## config.mk

```make
export PLATFORM = sky130hd
export DESIGN_NAME = led_counter_monitor
export DESIGN_NICKNAME = d
export VERILOG_FILES = /design/src/rtl/led_mon_pkg.sv /design/src/rtl/led_mon_edge_counter.sv /design/src/rtl/led_counter_monitor.sv
export SDC_FILE = /design/constraint.sdc
export NUM_CORES = 1
export LEC_CHECK = 0
export CORE_MARGIN = 2
export CORE_UTILIZATION = 35
export CTS_CLUSTER_DIAMETER = 150
export DETAILED_ROUTE_END_ITERATION = 16
export PLACE_DENSITY_LB_ADDON = 0.2
export SLEW_MARGIN = 5
export SYNTH_ARGS = -nofsm -noshare
export SYNTH_HDL_FRONTEND = slang
export SYNTH_SLANG_ARGS = --single-unit
```

## constraint.sdc

```tcl
create_clock -name clk -period 4.1 [get_ports clk]
set_input_delay 0.615 -clock clk [delete_from_list [all_inputs] [get_ports clk]]
set_output_delay 0.615 -clock clk [all_outputs]
set_load 0.01 [all_outputs]
```

## src/rtl/led_mon_pkg.sv

```systemverilog
// Shared types and default parameters for the LED counter monitor.
// The optional LED check is controlled by LED_MONITOR_LED_CHECK_EN.
package led_mon_pkg;

  typedef enum logic [1:0] {
    IDLE  = 2'd0,
    SYNC  = 2'd1,
    TRACK = 2'd2
  } state_e;

  localparam int DEF_WIDTH   = 26;
  localparam int DEF_LED_BIT = 25;
  localparam int DEF_ERR_W   = 8;
  localparam int DEF_TOG_W   = 8;

  // Saturation ceiling of the error counter at its default width.
  localparam int ERR_MAX = (1 << DEF_ERR_W) - 1;

endpackage

```

## src/rtl/led_mon_edge_counter.sv

```systemverilog
// Registers the LED pin and counts its edges in a wrapping counter.
// Used only when LED_MONITOR_LED_CHECK_EN is defined.
module led_edge_counter
  import led_mon_pkg::*;
#(
  parameter int TOG_W = DEF_TOG_W
) (
  input  logic             clk,
  input  logic             rst,
  input  logic             i_ena,
  input  logic             i_active,
  input  logic             i_clear,
  input  logic             i_led,
  output logic [TOG_W-1:0] o_toggle_count
);

  localparam logic [TOG_W-1:0] ONE_T = TOG_W'(1);

  logic             r_led;
  logic [TOG_W-1:0] r_toggle_count;
  logic             w_edge;

  // An edge is the cycle in which the registered copy is about to change.
  assign w_edge = (i_led != r_led);

  always_ff @(posedge clk) begin
    if (rst) begin
      r_led          <= 1'b0;
      r_toggle_count <= '0;
    end else begin
      r_led <= i_led;
      if (i_clear) begin
        r_toggle_count <= '0;
      end else if (i_ena && i_active && w_edge) begin
        r_toggle_count <= r_toggle_count + ONE_T;
      end
    end
  end

  assign o_toggle_count = r_toggle_count;

endmodule

```

## src/rtl/led_counter_monitor.sv

```systemverilog
// Checks that a free-running counter advances by one per enabled clock and,
// when LED_MONITOR_LED_CHECK_EN is defined, that the LED pin follows its bit.
module led_counter_monitor
  import led_mon_pkg::*;
#(
  parameter int WIDTH   = DEF_WIDTH,
  parameter int LED_BIT = DEF_LED_BIT,
  parameter int ERR_W   = DEF_ERR_W,
  parameter int TOG_W   = DEF_TOG_W
) (
  input  logic             clk,
  input  logic             rst,
  input  logic             ena,
  input  logic             clear,
  input  logic [WIDTH-1:0] data_in,
  input  logic             led_in,
  output logic             locked,
  output logic             err,
  output logic [ERR_W-1:0] err_count,
  output logic [TOG_W-1:0] toggle_count
);

  localparam logic [WIDTH-1:0] ONE_D = WIDTH'(1);
  localparam logic [ERR_W-1:0] ONE_E = ERR_W'(1);
  localparam logic [ERR_W-1:0] ERR_SAT =
    (ERR_W == DEF_ERR_W) ? ERR_W'(ERR_MAX) : {ERR_W{1'b1}};

  state_e           r_state;
  logic [WIDTH-1:0] r_expected;
  logic             r_locked;
  logic             r_err;
  logic [ERR_W-1:0] r_err_count;

  logic w_track;
  logic w_cnt_mismatch;
  logic w_led_mismatch;
  logic w_error;
  logic w_sat;

  assign w_track        = ena && (r_state == TRACK);
  assign w_cnt_mismatch = w_track && (data_in != r_expected);
  assign w_sat          = (r_err_count == ERR_SAT);

`ifdef LED_MONITOR_LED_CHECK_EN
  logic [TOG_W-1:0] w_toggle_count;

  assign w_led_mismatch = w_track && (led_in != data_in[LED_BIT]);

  led_edge_counter #(
    .TOG_W (TOG_W)
  ) u_edge_counter (
    .clk            (clk),
    .rst            (rst),
    .i_ena          (ena),
    .i_active       (r_state != IDLE),
    .i_clear        (clear),
    .i_led          (led_in),
    .o_toggle_count (w_toggle_count)
  );

  assign toggle_count = w_toggle_count;
`else
  logic w_unused_led;

  assign w_led_mismatch = 1'b0;
  assign w_unused_led   = ^{led_in, LED_BIT[0]};
  assign toggle_count   = '0;
`endif

  // Counter and LED faults in the same sample are a single error.
  assign w_error = w_cnt_mismatch || w_led_mismatch;

  always_ff @(posedge clk) begin
    if (rst) begin
      r_state     <= IDLE;
      r_expected  <= '0;
      r_locked    <= 1'b0;
      r_err       <= 1'b0;
      r_err_count <= '0;
    end else begin
      if (!ena) begin
        r_state  <= IDLE;
        r_locked <= 1'b0;
      end else begin
        case (r_state)
          IDLE: begin
            r_state  <= SYNC;
            r_locked <= 1'b0;
          end
          SYNC: begin
            r_state    <= TRACK;
            r_expected <= data_in + ONE_D;
            r_locked   <= 1'b1;
          end
          TRACK: begin
            r_locked   <= 1'b1;
            // Resync on a bad sample so one glitch costs exactly one error.
            r_expected <= w_cnt_mismatch ? (data_in + ONE_D) : (r_expected + ONE_D);
          end
          default: begin
            r_state  <= IDLE;
            r_locked <= 1'b0;
          end
        endcase
      end

      if (w_error) begin
        r_err <= 1'b1;
        if (clear) begin
          r_err_count <= ONE_E;
        end else if (!w_sat) begin
          r_err_count <= r_err_count + ONE_E;
        end
      end else if (clear) begin
        r_err       <= 1'b0;
        r_err_count <= '0;
      end
    end
  end

  assign locked    = r_locked;
  assign err       = r_err;
  assign err_count = r_err_count;

endmodule

```

# Yosys cells after proc, flatten, opt, wreduce, memory -nomap -nowiden
# Index checks and enable logic that the tools add are counted.
[totals] register_bits=38 in_bits=31 out_inout_bits=18 wordCells=33
[op_classes] addsub=3 eq_ne=5 mux=10 bitwise=1 n_reduce_logical=9
[op_table] cell="26-bit by 1-bit adder with 26-bit output, second input constant" n=2
[op_table] cell="26-bit case mux with 2 select lines" n=1
[op_table] cell="8-bit 2-to-1 mux" n=4
[op_table] cell="26-bit 2-to-1 mux" n=1
[op_table] cell="26-bit != test" n=1
[op_table] cell="8-bit by 1-bit adder with 8-bit output, second input constant" n=1
[op_table] cell="8-bit equality test, second input constant" n=1
[op_table] cell="2-bit case mux with 3 select lines" n=1
[op_table] cell="2-bit AND reduction" n=2
[op_table] cell="2-bit nonzero test" n=2
[op_table] cell="2-bit OR reduction" n=2
[op_table] cell="1-bit 2-to-1 mux" n=3
[op_table] cell="2-bit by 1-bit equality test with 1-bit output, second input constant" n=1
[op_table] cell="2-bit equality test, second input constant" n=1
[op_table] cell="1-bit logical AND" n=2
[op_table] cell="2-bit zero test" n=1
[op_table] cell="2-bit != test, second input constant" n=1
[op_table] cell="1-bit inverter" n=1

# Depth between registers and ports, before layout
# Gate-level depths: netlist (run 1).
[depth] depth_word=5 depth_mapped=9 depth_no_buf=7

# Worst setup path after synthesis (run 1)
# No wires, ideal clock.
[synth_path] path_type="in2reg" from="input data_in[2]" to="register r_expected[10]" setup_time_ns=0.095 t_arrival_ns=2.307 required_time_ns=4.005 slack_ns=1.698 path_stages=7 path_buffers=1 path_cell_list="buf_6 -> xor2_1 -> nor4_1 -> nand4_1 -> o32ai_4 -> mux2_2 -> a221oi_1"
[synth_between] elab_chain_cells=4 elab_cells_between_ends=5 cone_classes="add/sub (1); eq/ne (1); mux (2); reduce/logical (1)"
[synth_lines] item="start, declared" line_no="led_counter_monitor.sv:15" source="input logic [WIDTH-1:0] data_in,"
[synth_lines] item="branches (longest 3 deep; another with 26-bit by 1-bit adder with 26-bit output)"
[synth_lines] item="26-bit case mux with 2 select lines *" line_no="led_counter_monitor.sv:85" source="case (r_state)"
[synth_lines] item="end signal, assigned" line_no="led_counter_monitor.sv:92" source="r_expected <= data_in + ONE_D;"
[synth_lines] item="end signal, assigned" line_no="led_counter_monitor.sv:98" source="r_expected <= w_cnt_mismatch ? (data_in + ONE_D) : (r_expected + ONE_D);"
[synth_lines] item="end, declared" line_no="led_counter_monitor.sv:29" source="logic [WIDTH-1:0] r_expected;"
# Every way passes the cells marked *.
# A chain may end at the register's enable or synchronous reset.

# Worst setup path after layout (run 1)
[layout_path] from="input data_in[2]" to="register r_expected[20]"
# The elaborated chain is that of the path after synthesis.

==> results of run 1 <==
worst paths after layout:
path	to	cells after the start	slack, ns
setup / recovery	r_expected[20]	8	1.10
hold / removal	err	2	0.48
setup reg to reg	r_expected[21]	6	1.63
hold reg to reg	err	2	0.48
cell families after synthesis:
logic type      count (synthesis)
simple gates                  179
compound gates                 72
xor+xnor                       49
buf+inv                        47
flops                          38
mux                            11
fa+ha+maj                       6
other cells                     1
flip-flops by register name (all words and copies together) (netlist names):
register and flops:
err 1, r_state 2, r_expected 26, err_count 8
locked 1
cell type report:
type                       count  area (um2)
clock buffer                   5        68.8
clock inverter                 3        45.0
fill                         957        5340
inverter                       9        33.8
multi-input combinational    325        2260
sequential                    38         761
tap                          111         139
timing repair buffer          48         458
power by group:
group / switching, mW / internal, mW / leakage (nW)
combinational: 0.0944 / 0.0729 / 0.875
clock: 0.158 / 0.181 / 0.0504
sequential: 0.0225 / 0.384 / 0.309
total: 0.275 / 0.638 / 1.23
per-stage QoR:
| stage | util | instance area, um2 | hold WS (ns) |
|---|---|---|---|
| after floorplan | - | 3280 | 0.490 |
| after global placement | 0.401 | 3650 | 0.461 |
| after detailed placement | 0.401 | 3650 | 0.478 |
| after CTS | 0.413 | 3760 | 0.491 |
| after global routing | 0.413 | 3760 | 0.505 |
| final | 0.413 | 3760 | 0.482 |
cells in the final DEF, fill, tap and decap left out, types with 4 or more instances in the layout:
| cell | instances |
|---|---|
| nor4b_1 | 5 |
| conb_1 | 8 |
| nor3b_1 | 5 |
| inv_1 | 9 |
| xnor2_1 | 14 |
| mux2i_1 | 10 |
| and3_1 | 15 |
| nor3_1 | 9 |
| ha_1 | 6 |
| a21oi_1 | 11 |
| o311ai_1 | 10 |
| a31oi_1 | 5 |
| and2_1 | 5 |
| nand3_1 | 25 |
| o21ai_0 | 10 |
| xor2_1 | 35 |
| dfxtp_1 | 38 |
| clkbuf_8 | 5 |
| nor4_1 | 19 |
| and4_1 | 7 |
| or3_1 | 4 |
| nand2_1 | 30 |
| nor2_1 | 18 |
| nand4_1 | 17 |
| clkdlybuf4s50_1 | 39 |
| o311ai_0 | 4 |
| buf_4 | 9 |
| a32oi_1 | 11 |
worst reg2reg max path, cell delays in order (launching register included):
cell,delay [ns]
dfxtp_1,0.48
nand3_1,0.27
nor4_1,0.79
and4_1,0.42
nor4b_1,0.26
a32oi_1,0.10
nand3_1,0.12
metal layers:
layer | part of all wire | GRT usage | up-vias
li1 | - | - | 1571
met1 | 0.48 | 0.267 | 1532
met2 | 0.46 | 0.307 | 70
met3 | 0.043 | 0.0279 | 9
met4 | 0.0093 | 0.0453 | 0
met5 | 0 | 0 | -
==> metrics.md, run 1 <==
| Metric | Value |
|---|---|
| Status | `complete, no violations` |
| Async SR Flop Fraction | `0` |
| Max incr delay on CP | `0.65 ns` |
| Die area | `0.0101 mm2` |
| # DRC | `0` |
| Pre-antenna DRT Iters | `4` |
| Post-Place Cells | `531` |
| Max Cap Viol | `0` |
| Clock period minus worst slack | `3.00 ns` |
| Ant. Diodes | `0` |
| Synth Warn # | `0` |
| Initial antenna violation count | `0` |
| Initial core utilization | `0.357` |
| Clock slew at reported path FFs | `0.10 ns` |
| Top FF cell, synth | `dfxtp_1` |
| Gates resized, CTS repair | `0` |
| Critical Path AT | `3.20 ns` |
| Syn Std Cell Area | `0.00325 mm2` |
| Final setup TNS | `0 ns` |
| Total power | `913 uW` |
| Crit path max fanout | `42` |
| Post-CTS Setup Inserts | `0` |
| Grt total ovfl | `0` |
| IO Pins | `49` |
| Die height | `100 um` |
| First-pass GRT wire length | `15300 um` |
| Share of post-route cells with drive strength above 1 | `0.0748` |
| Final Worst Setup Slack | `1.10 ns` |
| Core Area | `0.00911 mm2` |
| Die Wd | `100 um` |
| CTS H-tree lvls | `2` |
| Largest net degree at the start of global routing | `43` |
| WL/cell | `17.4 um` |
| Total CTS buffers | `5` |
| VDD IR max | `0.189 mV` |
| TritonCTS Sinks | `38` |
| Pleak | `1.23 nW` |
| Hold crit path type | `reg -> reg` |
| Hold buffers post-CTS | `0` |
| Worst path cell trace | `clkdlybuf4s50_1 -> xor2_1 -> nor4_1 -> nand4_1 -> o32ai_4 -> buf_4 -> mux2i_1 -> o221a_1` |
| Crit share post-route | `0.731` |
| Compound-gate portion of the synthesized area | `0.175` |
| Reg2Reg Launch Point | `r_expected[8]` |
| Final WL | `9370 um` |
| CP startpoint kind | `input pin` |
| Commonest cells in the synthesized netlist | `dfxtp_1 (38), xor2_1 (35), nand2_1 (30), nand3_1 (25), nor4_1 (19)` |
| Overall Global Routing Usage | `0.190` |
| #FFs+latches synth | `38` |
| Area fraction of the dominant cell type after synthesis | `0.234` |
| Number of enable flip-flop cells after synthesis | `0` |
| Xor and xnor area share after synthesis | `0.132` |
| Max_slew headroom | `0.277` |
| HPWL Detailed | `6740 um` |
| Syn-to-layout area delta | `15.7%` |
| CP top delay family | `buffers and inverters` |
| RSZ-0062 raised after global routing | `no` |
| Critical Path RT | `4.30 ns` |
| Cell taking the most area after synthesis | `dfxtp_1` |
| FMAX | `334 MHz` |
| Top-count cell post-synth | `dfxtp_1` |
| Post-synthesis sequential area ratio | `0.234` |
| Initial drt markers | `184` |
| Pre-CTS WS | `0.775 ns` |
| Worst Tran Pin Value | `1.08 ns` |
| CTS tree | `built` |
| Worst-skew pair later-pin latency | `0.30 ns` |
| Synth cell types | `55` |
| Via density | `5.90` |
| Area contributors post-synth | `dfxtp_1 (23%), xor2_1 (9.4%), nand3_1 (3.8%)` |
| Routed Antenna Nets | `0` |
| FP Rows | `35` |
| Clock Skew | `0.0176 ns` |
| Hold path start | `err` |
| Power density cells | `243 mW/mm2` |
| Main combinational cell family by area after synthesis | `simple AND/OR/NAND/NOR gates` |
| Critical path buffers and inverters | `2` |
| Max clock buf depth | `2` |
| # setup viols final | `0` |
| Mux cell area share after synthesis | `0.0342` |
| Slew Limit Fails | `0` |
| Post-Synth Adder-Cell Area | `0.0231` |
| Root Buffer Master | `clkbuf_8` |
| Slowest-stage cell, CP | `clkdlybuf4s50_1` |
| Critical path class | `in -> reg` |
| Non-filler cells in the finished layout | `539` |
| Vias in the first global route | `2961` |
| Routability Congestion | `0.864` |
| Final Hold Viols | `0` |
| Worst Setup SP | `data_in[2]` |
| Via count | `3182` |
| Post-synthesis simple-gate area fraction | `0.322` |
| Buffers on Ports | `39` |
| Avg Inst Size Synth | `8.07 um2` |
| Worst setup EP type | `register` |
| Gate Count Post-Synth | `403` |
| Final nets | `464` |
Power figures use the tool's default switching activity.
==> inputs of run 2 (changes only) <==
Clock period 4.1 ns to 3.1 ns, I/O delays scaled along.
==> run 2 against run 1 <==
Effect of this change:
- die area is the same
- combinational power grew 39%
- hold slack lost 0.0020 ns
- critical path type unchanged
- highest routed layer unchanged
==> metrics.md, run 2 (synthesis gave the netlist of run 1 again) <==
| Metric | Value |
|---|---|
| Routability Congestion | `0.875` |
| CTS tree | `built` |
| # setup viols final | `0` |
| Initial antenna violation count | `0` |
| Worst path cell trace | `clkdlybuf4s50_1 -> xor2_1 -> nor4_1 -> nand4_1 -> o32ai_4 -> buf_4 -> buf_4 -> nand4bb_1 -> o311ai_1` |
| Final WL | `9620 um` |
| Largest net degree at the start of global routing | `31` |
| Reg2Reg Depth | `8` |
| Worst setup EP type | `register` |
| Min Hold Slack | `0.480 ns` |
| Gates resized, CTS repair | `0` |
| Via density | `5.95` |
| Post-CTS Setup Inserts | `0` |
| Die Wd | `100 um` |
| Max incr delay on CP | `0.52 ns` |
| Fill cell total of the finished layout | `934` |
| Final setup TNS | `0 ns` |
| Syn-to-layout area delta | `19.5%` |
| Critical Path RT | `3.31 ns` |
| Hold crit path type | `reg -> reg` |
| Max Cap Viol | `0` |
| Pre-antenna DRT Iters | `4` |
| Buffers on Ports | `39` |
| RSZ-0062 raised after global routing | `no` |
| Crit share post-route | `0.845` |
| Comb pwr share | `0.191` |
| Ant. Diodes | `0` |
| Final Hold Viols | `0` |
| FMAX | `382 MHz` |
| Final Worst Setup Slack | `0.482 ns` |
| WL/cell | `17.4 um` |
| # DRC | `0` |
| Top reg by flops | `r_expected` |
| Overall Global Routing Usage | `0.195` |
| Clock share of power | `0.366` |
| Worst-skew pair later-pin latency | `0.31 ns` |
| P_sw | `363 uW` |
| Clock period minus worst slack | `2.62 ns` |
| Slew Limit Fails | `0` |
| TritonCTS Sinks | `38` |
| Via count | `3287` |
| Critical path class | `in -> reg` |
| Flip-flop count of the largest register after layout | `26` |
| Highest-count cells in the layout ignoring fill and taps | `clkdlybuf4s50_1 (39), dfxtp_1 (38), xor2_1 (35)` |
| Slowest-stage cell, CP | `clkdlybuf4s50_1` |
| Pre-CTS WS | `0.154 ns` |
| FP Rows | `35` |
| IO Pins | `49` |
| VDD IR max | `0.163 mV` |
| Post-Place Cells | `544` |
| Internal power | `852 uW` |
| Status | `complete, no violations` |
| CTS H-tree lvls | `2` |
| Max clock buf depth | `2` |
| Switching portion of total power | `0.299` |
| Root Buffer Master | `clkbuf_8` |
| Total power | `1.22 mW` |
| Max_slew headroom | `0.522` |
| First-pass GRT wire length | `15600 um` |
| Vias in the first global route | `3088` |
| Share of post-route cells with drive strength above 1 | `0.102` |
| Worst Tran Pin Value | `0.716 ns` |
| Initial core utilization | `0.357` |
| CP top delay family | `buffers and inverters` |
| Pleak | `1.31 nW` |
| Total CTS buffers | `5` |
| HPWL Detailed | `7070 um` |
| Die area | `0.0101 mm2` |
| Critical path buffers and inverters | `3` |
| Grt total ovfl | `0` |
| Hold buffers post-CTS | `0` |
| Crit. path cell count | `9` |
| Routed Antenna Nets | `0` |
| Hold Path Stages | `2` |
| Seq pwr share | `0.443` |
| Core Area | `0.00911 mm2` |
| Crit-path most repeated cell | `buf_4` |
| Clock Skew | `0.00828 ns` |
| Initial drt markers | `194` |
| Clock slew at reported path FFs | `0.09 ns` |
| Die height | `100 um` |
| Critical Path AT | `2.83 ns` |
| Power density cells | `313 mW/mm2` |
| Crit path max fanout | `11` |
| Final nets | `477` |
| Commonest non-fill, non-tap cell in the layout | `clkdlybuf4s50_1` |
| CP startpoint kind | `input pin` |
| Non-filler cells in the finished layout | `552` |
==> run 2: changes by cell type in the layout (fill, tap and decap cells not counted) <==
cell	change
buf_12	+2
buf_4	+11
==> run 2: through the flow <==
stage | area (um2) | utilization
floorplan | 3280 | -
global placement | 3770 | 0.414
detailed placement | 3770 | 0.414
CTS | 3890 | 0.427
global route | 3890 | 0.427
finish | 3890 | 0.427
==> run 2: worst reg2reg max path: stages (launching register included) <==
cell and delay (ns):
dfxtp_1 0.50, xor2_1 0.11, nor4_1 0.40, nand4_1 0.21, o32ai_4 0.33, buf_4 0.27, buf_4 0.21, nand4bb_1 0.11
o311ai_1 0.10
==> run 2: power groups by stage <==
stage,Combinational (mW),Clock (mW),Sequential (mW)
after floorplan,0.141,0,0.537
final,0.232,0.445,0.538
after CTS,0.231,0.452,0.537
after global placement,0.228,0,0.547
after global routing,0.252,0.480,0.542
after detailed placement,0.230,0,0.548
==> run 2: final timing paths <==
check                 from              to  slack, ns
max reg2reg  r_expected[3]  r_expected[23]       0.77
min reg2reg            err             err       0.48
max             data_in[2]  r_expected[23]       0.48
min                    err             err       0.48
==> run 2: metal layers <==
metal | GRT usage | part of all wire
met2 | 0.311 | 0.46
met3 | 0.0272 | 0.058
met4 | 0.0717 | 0.021
met5 | 0 | 0
met1 | 0.269 | 0.46
==> run 2: layout make-up <==
type	count	area [um2]	area share
Clock buffer	5	68.8	0.0177
Clock inverter	3	45.0	0.0116
Inverter	9	33.8	0.00869
Multi-Input combinational cell	325	2260	0.581
Sequential cell	38	761	0.196
Tap cell	111	139	0.0357
Timing Repair Buffer	61	581	0.149
